<file path="src/rtl/pipe_reg.sv">
// pipe_reg: generic inter-stage pipeline register (IF/ID, ID/EX, EX/MEM, MEM/WB).
// Latches a payload and valid bit, honours hold for at most HOLD_MAX consecutive
// edges (0 = unlimited), inserts a bubble on flush and counts stalled edges.
module pipe_reg #(
    parameter int               WIDTH     = 64,
    parameter int               HOLD_MAX  = 1,
    parameter logic [WIDTH-1:0] NOP_VALUE = '0,
    parameter int               CNT_W     = 4
) (
    input  logic             clk,
    input  logic             rst_n,
    input  logic [WIDTH-1:0] in_data,
    input  logic             in_valid,
    input  logic             hold,
    input  logic             flush,
    output logic [WIDTH-1:0] out_data,
    output logic             out_valid,
    output logic             held,
    output logic             forced,
    output logic [15:0]      stall_total
);

    localparam logic [CNT_W-1:0] HOLD_LIM  = CNT_W'(HOLD_MAX);
    localparam logic [CNT_W-1:0] HCNT_SAT  = '1;
    localparam logic [15:0]      STALL_SAT = 16'hFFFF;

    logic [WIDTH-1:0] data_reg, data_next;
    logic             valid_reg, valid_next;
    logic [CNT_W-1:0] hcnt_reg, hcnt_next;
    logic             held_reg, held_next;
    logic             forced_reg, forced_next;
    logic [15:0]      stall_reg, stall_next;
    logic             hold_ok;

    // A hold is honoured while the consecutive-hold budget is not exhausted.
    always_comb begin
        hold_ok = hold && ((HOLD_MAX == 0) || (hcnt_reg < HOLD_LIM));
    end

    // Next-state selection in priority order: flush, honoured hold, advance.
    always_comb begin
        data_next   = data_reg;
        valid_next  = valid_reg;
        hcnt_next   = hcnt_reg;
        held_next   = 1'b0;
        forced_next = 1'b0;
        stall_next  = stall_reg;
        if (flush) begin
            // Bubble; a squashed edge is not a stall, so stall_total is untouched.
            data_next  = NOP_VALUE;
            valid_next = 1'b0;
            hcnt_next  = '0;
        end else if (hold_ok) begin
            held_next = 1'b1;
            // Saturate so the unlimited (HOLD_MAX == 0) case never wraps.
            if (hcnt_reg != HCNT_SAT) begin
                hcnt_next = hcnt_reg + CNT_W'(1);
            end
            if (stall_reg != STALL_SAT) begin
                stall_next = stall_reg + 16'd1;
            end
        end else begin
            // Advance; if hold was still requested this is a forced advance.
            data_next   = in_data;
            valid_next  = in_valid;
            hcnt_next   = '0;
            forced_next = hold;
        end
    end

    // State registers with synchronous active-low reset; reset outranks flush.
    always_ff @(posedge clk) begin
        if (!rst_n) begin
            data_reg   <= NOP_VALUE;
            valid_reg  <= 1'b0;
            hcnt_reg   <= '0;
            held_reg   <= 1'b0;
            forced_reg <= 1'b0;
            stall_reg  <= 16'd0;
        end else begin
            data_reg   <= data_next;
            valid_reg  <= valid_next;
            hcnt_reg   <= hcnt_next;
            held_reg   <= held_next;
            forced_reg <= forced_next;
            stall_reg  <= stall_next;
        end
    end

    assign out_data    = data_reg;
    assign out_valid   = valid_reg;
    assign held        = held_reg;
    assign forced      = forced_reg;
    assign stall_total = stall_reg;

endmodule

</file>
<file path="config.mk">
export PLATFORM = sky130hd
export DESIGN_NAME = pipe_reg
export DESIGN_NICKNAME = d
export VERILOG_FILES = /design/src/rtl/pipe_reg.sv
export SDC_FILE = /design/constraint.sdc
export NUM_CORES = 1
export LEC_CHECK = 0
export CAP_MARGIN = 20
export CORE_MARGIN = 8
export CORE_UTILIZATION = 39
export DETAILED_ROUTE_END_ITERATION = 7
export GPL_ROUTABILITY_DRIVEN = 0
export PLACE_DENSITY = 0.79
export SLEW_MARGIN = 15
export SYNTH_ARGS = -nofsm -noshare
export SYNTH_HDL_FRONTEND = slang
export SYNTH_SLANG_ARGS = --single-unit
</file>
<file path="constraint.sdc">
create_clock -name clk -period 2.5 [get_ports clk]
set_input_delay 0.5 -clock clk [delete_from_list [all_inputs] [get_ports clk]]
set_output_delay 0.5 -clock clk [all_outputs]
set_load 0.02 [all_outputs]
</file>
# == Word level (Yosys, flattened, before mapping) ==
# Index checks and enable logic that the tools add are counted.
# Widths: inputs -> output; s select.
# totals
regBits,87
input_bits,69
output_inout_bits,83
# classes
add_sub_neg,2
magnitude_cmp,1
n_eq_ne,2
muxes,1
n_bitwise,3
reduce_logical,5
# op_table
op,count
$add 16x1->16 const B,1
$ne 16x16->1 const B,1
$reduce_or 3->1,2
$add 4x1->4 const B,1
$lt 4x1->1 const B,1
$ne 4x4->1 const B,1
$not 1->1,3
$reduce_and 3->1,1
$reduce_or 2->1,1
$logic_and 1x1->1,1
$mux 1,1

# == Logic depth before layout (Yosys ltp) ==
# Gate-level depths: netlist of the first run.
# logic_depth
word_depth,4
depth_mapped,9
depth_no_buf,7

# == Worst setup path after synthesis of the first run ==
# OpenSTA, ideal clock, no wires.
# synth_path
kind,input to register
from,input hold
to,register stall_reg[13] (netlist: stall_total[13])
setup_time_ns,0.070
arrival_time_ns,1.869
slack_ns,0.561
stages,5
n_path_buf,1
cell_sequence,nand4bb_1 > or4_1 > buf_2 > or4_1 > a21oi_1
# synth_between
elab_chain_len,2
# synth_rtl
element,line,text
start: declaration,14,"input logic hold,"
$logic_and 1x1->1,37,hold_ok = hold && ((HOLD_MAX == 0) || (hcnt_reg < HOLD_LIM));
$reduce_and 3->1 (no line),-,
end signal: assignment,86,stall_reg <= stall_next;
end: declaration,32,"logic [15:0] stall_reg, stall_next;"
# No other way between the ends.
# A chain may end at the register's enable or synchronous reset.

# == Worst setup path after layout of the first run ==
# layout_path
from,register stall_reg[0] (netlist: stall_total[0])
to,register stall_reg[2] (netlist: stall_total[2])
# layout_between
elab_chain_len,2
word_cells_on_any_way,3
# layout_rtl
element
branches (longest 2 deep; another with $add 16x1->16)
# Several ways; the timed one is not identified.

==> results.sh, run 1 <==
export IMPL_synth_top_area_share_pct=58.41
export IMPL_areaGrowthSynthToFinish_pct=63.11
export IMPL_synth_seq_cells=87
export IMPL_cts_tree="yes"
export IMPL_numPortBuffers=151
export IMPL_grt_max_degree=67
export IMPL_synth_area_um2=2982
export IMPL_setup_viol=0
export IMPL_row_count=32
export IMPL_nets=490
export IMPL_hold_buffers=0
export IMPL_synth_ff_type="dfxtp_1"
export IMPL_maxCapViolCount=0
export IMPL_synth_compound_area_share_pct=25.47
export IMPL_total_power_uw=2892
export IMPL_cts_buffers=9
export IMPL_synthDistinctLibCells=41
export IMPL_reg2reg_from="stall_total[0]$_SDFFE_PN0P_"
export IMPL_die_area_um2=10700
export IMPL_crit_path_cell_trace="ha_1 > and4_1 > and3b_1 > a41oi_1 > a311oi_1"
export IMPL_vias_per_cell=5.120
export IMPL_drive_above_1_share_pct=6.383
export IMPL_finalWirelength_um=8805
export IMPL_die_w_um=103.4
export IMPL_drc=0
export IMPL_largest_reg_flops=64
export IMPL_ys_seq_area_share_pct=58.41
export IMPL_timing_reg2reg_setup_slack_ps=350
export IMPL_yosys_warnings=0
export IMPL_hold_viol=0
export IMPL_drt_iter0_drc=86
export IMPL_p_leak_uw=0.001787
export IMPL_synth_simple_area_share_pct=10.28
export IMPL_cts_repair_resized=0
export IMPL_synth_area_mux_share_pct=0.6714
export IMPL_hp_class="reg -> reg"
export IMPL_end_kind="flip-flop"
export IMPL_critical_path_peak_fanout=15
export IMPL_synth_area_top_cells="dfxtp_1 (58%), a22o_1 (19%), a21oi_1 (2.0%)"
export IMPL_most_common_layout_cells="clkdlybuf4s50_1 (151), dfxtp_1 (87), a22o_1 (65)"
export IMPL_final_setup_skew_ps=11.25
export IMPL_die_h_um=103.4
export IMPL_finalMaxSlewViolations=0
export IMPL_grt_pass1_vias=2757
export IMPL_whs_ps=475.5
export IMPL_htree_levels=3
export IMPL_core_area_um2=7567
export IMPL_yosys_area_share_adder_pct=1.259
export IMPL_syn_nets=336
export IMPL_drtPass1Iterations=4
export IMPL_start_util_pct=39.40
export IMPL_clkSinkCount=87
export IMPL_synth_top_family_by_area="compound AO/OA/AOI/OAI gates"
export IMPL_ir_drop_mv=0.3144
export IMPL_finalCriticalPeriod_ps=2149
export IMPL_r2r_end="stall_total[2]$_SDFFE_PN0P_"
export IMPL_cpPeakStageDelay_ps=490
export IMPL_final_common_cell="clkdlybuf4s50_1"
export IMPL_p_per_area_nw_per_um2=594.6
export IMPL_cts_root_buffer="clkbuf_8"
export IMPL_clock_fmax_mhz=465.3
export IMPL_cpMaxStageDelayCell="and3b_1"
export IMPL_cp_start_kind="flip-flop"
export IMPL_fin_setup_tns_ps=0
export IMPL_synth_avg_cell_area_um2=11.29
export IMPL_fin_crit_sh_pct=85.96
export IMPL_grt_pass1_wl_um=13700
export IMPL_cts_path_max_buffers=2
export IMPL_cp_arrival_ps=2390
export IMPL_cp_required_ps=2740
export IMPL_synth_xor_area_share_pct=0.2937
export IMPL_wire_per_inst_um=16.77
export IMPL_rr_worst_depth=5
export IMPL_antenna_diode_count=0
export IMPL_place_hpwl_um=6431
export IMPL_min_delay_start="hcnt_reg[0]$_SDFFE_PP0P_"
export IMPL_run_status="completed"
export IMPL_overflow=0
export IMPL_netlist_instances=264
export IMPL_gr_usage_all_layers_pct=16.32
export IMPL_rsz0062_at_grt="no"
export IMPL_synthArstFlopShare_pct=0
export IMPL_clk_latency_ps=340
export IMPL_route_vias_total=2688
export IMPL_cts_setup_buffers=0
export IMPL_synth_edf_count=0
export IMPL_crit_type="reg -> reg"
export IMPL_pin_count=152
export IMPL_antenna_found_initial=0
export IMPL_holdPathStages=1
export IMPL_yosys_area_top_type="dfxtp_1"
export IMPL_clkTransAtPathRegs_ps=80
export IMPL_antenna_left=0
export IMPL_holdPathEnd="hcnt_reg[0]$_SDFFE_PP0P_"
[worst max-delay path: cells and delay by family (launching register included)]
kind	cells	cell delay, ps
and+or+nand+nor	2	770
AOI/OAI and AO/OA	2	680
DFF	1	360
adders and majority gates	1	250
[cells by family after synthesis]
group	count (synthesis)
buffers and inverters	24
flip-flops	87
AND/OR/NAND/NOR	52
other	1
multiplexers	2
adder cells (fa/ha/maj)	3
XOR/XNOR	1
AO/OA/AOI/OAI	94
[metal layers]
metal | up-vias | wire [µm] | GRT usage [%]
li1 | 1314 | - | -
met1 | 1270 | 3711 | 19.57
met2 | 94 | 4221 | 25.94
met3 | 10 | 755 | 5.622
met4 | 0 | 118 | 7.008
met5 | - | 0 | 0
[synth_stat cells, drive strengths merged (3+ instances only)]
master  count
o31ai       6
a22o       65
nor3        3
nand2      14
nor2        5
or4         7
dfxtp      87
a21oi      12
ha          3
clkbuf     12
buf         4
nand4       4
nand3       3
inv         7
[per-stage QoR]
stage | setup WS (ps) | utilization, % | std cells | instance area, µm²
5_1_grt | 216.3 | 64.27 | 525 | 4863
3_3_place_gp | 83.00 | 61.33 | 509 | 4641
2_1_floorplan | 560.6 | - | 264 | 2982
3_5_place_dp | 34.27 | 61.33 | 509 | 4641
4_1_cts | 375.3 | 64.27 | 525 | 4863
6_report | 351.1 | 64.27 | 525 | 4863
[area by class of cell]
class	instances	area [µm²]
clock buffers	11	141.4
clock inverters	5	81.33
fillers	604	2704
inverters	7	26.28
multi-input cells	153	1141
flip-flops and latches	87	1742
well taps	102	127.6
repair buffers	160	1604
[worst max path at each step]
stage	endpoint	from	slack, ps	depth (start not counted)
floorplan	stall_total[13]$_SDFFE_PN0P_	hold	560	5
global placement	stall_total[13]$_SDFFE_PN0P_	hold	80	5
detailed placement	stall_total[13]$_SDFFE_PN0P_	hold	30	5
CTS	stall_total[2]$_SDFFE_PN0P_	stall_total[0]$_SDFFE_PN0P_	380	5
global route	stall_total[2]$_SDFFE_PN0P_	stall_total[0]$_SDFFE_PN0P_	220	5
finish	stall_total[2]$_SDFFE_PN0P_	stall_total[0]$_SDFFE_PN0P_	350	5
[power breakdown]
group,switching (µW),internal [µW],leakage [µW]
combinational,145,217,0.000968
clock,479,591,0.000110
sequential,26.2,1430,0.000710
No activity file was read; power rests on OpenSTA's default activity.
==> run 2, diff against run 1 <==
Settings changed: CORE_MARGIN 8 to 2, CTS_CLUSTER_DIAMETER set to 120, GPL_ROUTABILITY_DRIVEN 0 to unset.
==> run 2 against run 1 <==
Effect of this change: global-route usage increased by 3.5 points; final cell count decreased by 0.76%; hold slack got worse by 1.2 ps; highest routed layer unchanged; sequential share of layout area increased by 0.50 points; die area decreased by 22%.
==> results.sh, run 2 (synthesis gave the netlist of run 1 again) <==
export IMPL_run_status="completed"
export IMPL_antenna_found_initial=0
export IMPL_timing_reg2reg_setup_slack_ps=390
export IMPL_nets=491
export IMPL_cp_start_kind="flip-flop"
export IMPL_pin_count=152
export IMPL_grt_pass1_wl_um=13390
export IMPL_die_area_um2=8360
export IMPL_cpPeakStageDelay_ps=480
export IMPL_clkSinkCount=87
export IMPL_areaGrowthSynthToFinish_pct=60.89
export IMPL_clkTransAtPathRegs_ps=80
export IMPL_drt_iter0_drc=123
export IMPL_end_kind="flip-flop"
export IMPL_clkPwrFrac_pct=30.6
export IMPL_pwr_share_comb_pct=13.8
export IMPL_setup_viol=0
export IMPL_grt_pass1_vias=2724
export IMPL_drive_above_1_share_pct=6.161
export IMPL_finalWirelength_um=8217
export IMPL_cts_path_max_buffers=2
export IMPL_antenna_left=0
export IMPL_htree_levels=3
export IMPL_p_leak_uw=0.001757
export IMPL_row_count=31
export IMPL_worst_pin_slew_ps=497.8
export IMPL_clock_fmax_mhz=472.8
export IMPL_cts_repair_resized=0
export IMPL_start_util_pct=40.67
export IMPL_finalCriticalPeriod_ps=2115
export IMPL_die_w_um=91.44
export IMPL_dpl_instance_area_um2=4644
export IMPL_hold_viol=0
export IMPL_cellInternalPower_uw=1998
export IMPL_hold_buffers=0
export IMPL_p_per_area_nw_per_um2=547.5
export IMPL_route_vias_total=2735
export IMPL_gp_routability_congestion=0.7986
export IMPL_critical_path_peak_fanout=15
export IMPL_crit_path_cell_trace="ha_1 > and4_1 > and3b_1 > a41oi_1 > a311oi_1"
export IMPL_vias_per_cell=5.250
export IMPL_cp_required_ps=2750
export IMPL_ir_drop_mv=0.3897
export IMPL_cpMaxStageDelayCell="and3b_1"
export IMPL_cts_setup_buffers=0
export IMPL_grt_max_degree=67
export IMPL_sequentialPowerShare_pct=55.5
export IMPL_crit_type="reg -> reg"
export IMPL_rsz0062_at_grt="no"
export IMPL_fin_setup_tns_ps=0
export IMPL_place_hpwl_um=5732
export IMPL_overflow=0
export IMPL_final_common_cell="clkdlybuf4s50_1"
export IMPL_largest_reg_flops=64
export IMPL_hp_class="reg -> reg"
export IMPL_sw_frac_of_total_pct=23.93
export IMPL_cts_tree="yes"
export IMPL_wire_per_inst_um=15.77
export IMPL_core_area_um2=7331
export IMPL_maxCapViolCount=0
export IMPL_final_setup_skew_ps=7.976
export IMPL_cts_root_buffer="clkbuf_8"
export IMPL_finalInstanceArea_um2=4797
export IMPL_antenna_diode_count=0
export IMPL_numPortBuffers=151
export IMPL_most_common_layout_cells="clkdlybuf4s50_1 (151), dfxtp_1 (87), a22o_1 (65)"
export IMPL_die_h_um=91.44
export IMPL_p_switching_uw=628.6
export IMPL_fin_crit_sh_pct=84.60
export IMPL_gr_usage_all_layers_pct=19.82
export IMPL_relSlewSlack_pct=66.38
export IMPL_drc=0
export IMPL_drtPass1Iterations=4
export IMPL_clk_latency_ps=340
export IMPL_cts_buffers=9
export IMPL_cp_arrival_ps=2360
export IMPL_finalMaxSlewViolations=0
==> run 2: changes by cell type in the layout (fill, tap and decap cells not counted), sizes merged <==
cell	previous run	this run
clkinvlp	1	2
buf	9	10
bufinv	2	0
clkbuf	11	10
==> run 2: path summary, 6_finish.rpt <==
kind | depth (start not counted) | to | startpoint
hold reg to reg | 1 | out_data[3]$_SDFFE_PP0N_ | out_data[3]$_SDFFE_PP0N_
setup reg to reg | 5 | stall_total[2]$_SDFFE_PN0P_ | stall_total[0]$_SDFFE_PN0P_
setup / recovery | 5 | stall_total[2]$_SDFFE_PN0P_ | stall_total[0]$_SDFFE_PN0P_
hold / removal | 1 | out_data[3]$_SDFFE_PP0N_ | out_data[3]$_SDFFE_PP0N_
==> run 2: area by class of cell <==
cell class	count	area, µm²
Fill cell	578	2534
Sequential cell	87	1742
Timing Repair Buffer	161	1612
Multi-Input combinational cell	153	1141
Clock buffer	10	127.6
Tap cell	99	123.9
Inverter	7	26.28
Clock inverter	4	25.02
==> run 2: power by group through the flow <==
stage          sequential, µW  clock (µW)  combinational, µW
5_1_grt                  1460         895                385
4_1_cts                  1460         841                366
3_3_place_gp             1490           0                360
2_1_floorplan            1550           0               74.9
3_5_place_dp             1490           0                365
6_report                 1460         804                363
==> run 2: worst max-delay path, delay by kind of cell (launching register included) <==
family | cells | cell delay (ps)
compound gates | 2 | 680
fa+ha+maj | 1 | 240
flops | 1 | 340
simple gates | 2 | 750
==> run 2: through the flow <==
stage	setup slack, ps	util, %	power, µW	cells	hold WS (ps)
3_5_place_dp	71.30	63.36	1854	507	454.9
2_1_floorplan	560.6	-	1622	264	436.7
5_1_grt	134.6	65.44	2745	521	488.0
3_3_place_gp	150.2	63.36	1849	507	448.3
4_1_cts	376.6	65.44	2666	521	480.4
6_report	385.0	65.44	2626	521	474.3
==> run 2: routing by layer <==
| metal | share of wire, % | track usage (%) |
|---|---|---|
| met5 | 0 | 0 |
| met1 | 43 | 24.52 |
| met2 | 48 | 31.50 |
| met4 | 1.9 | 8.207 |
| met3 | 7.9 | 6.722 |
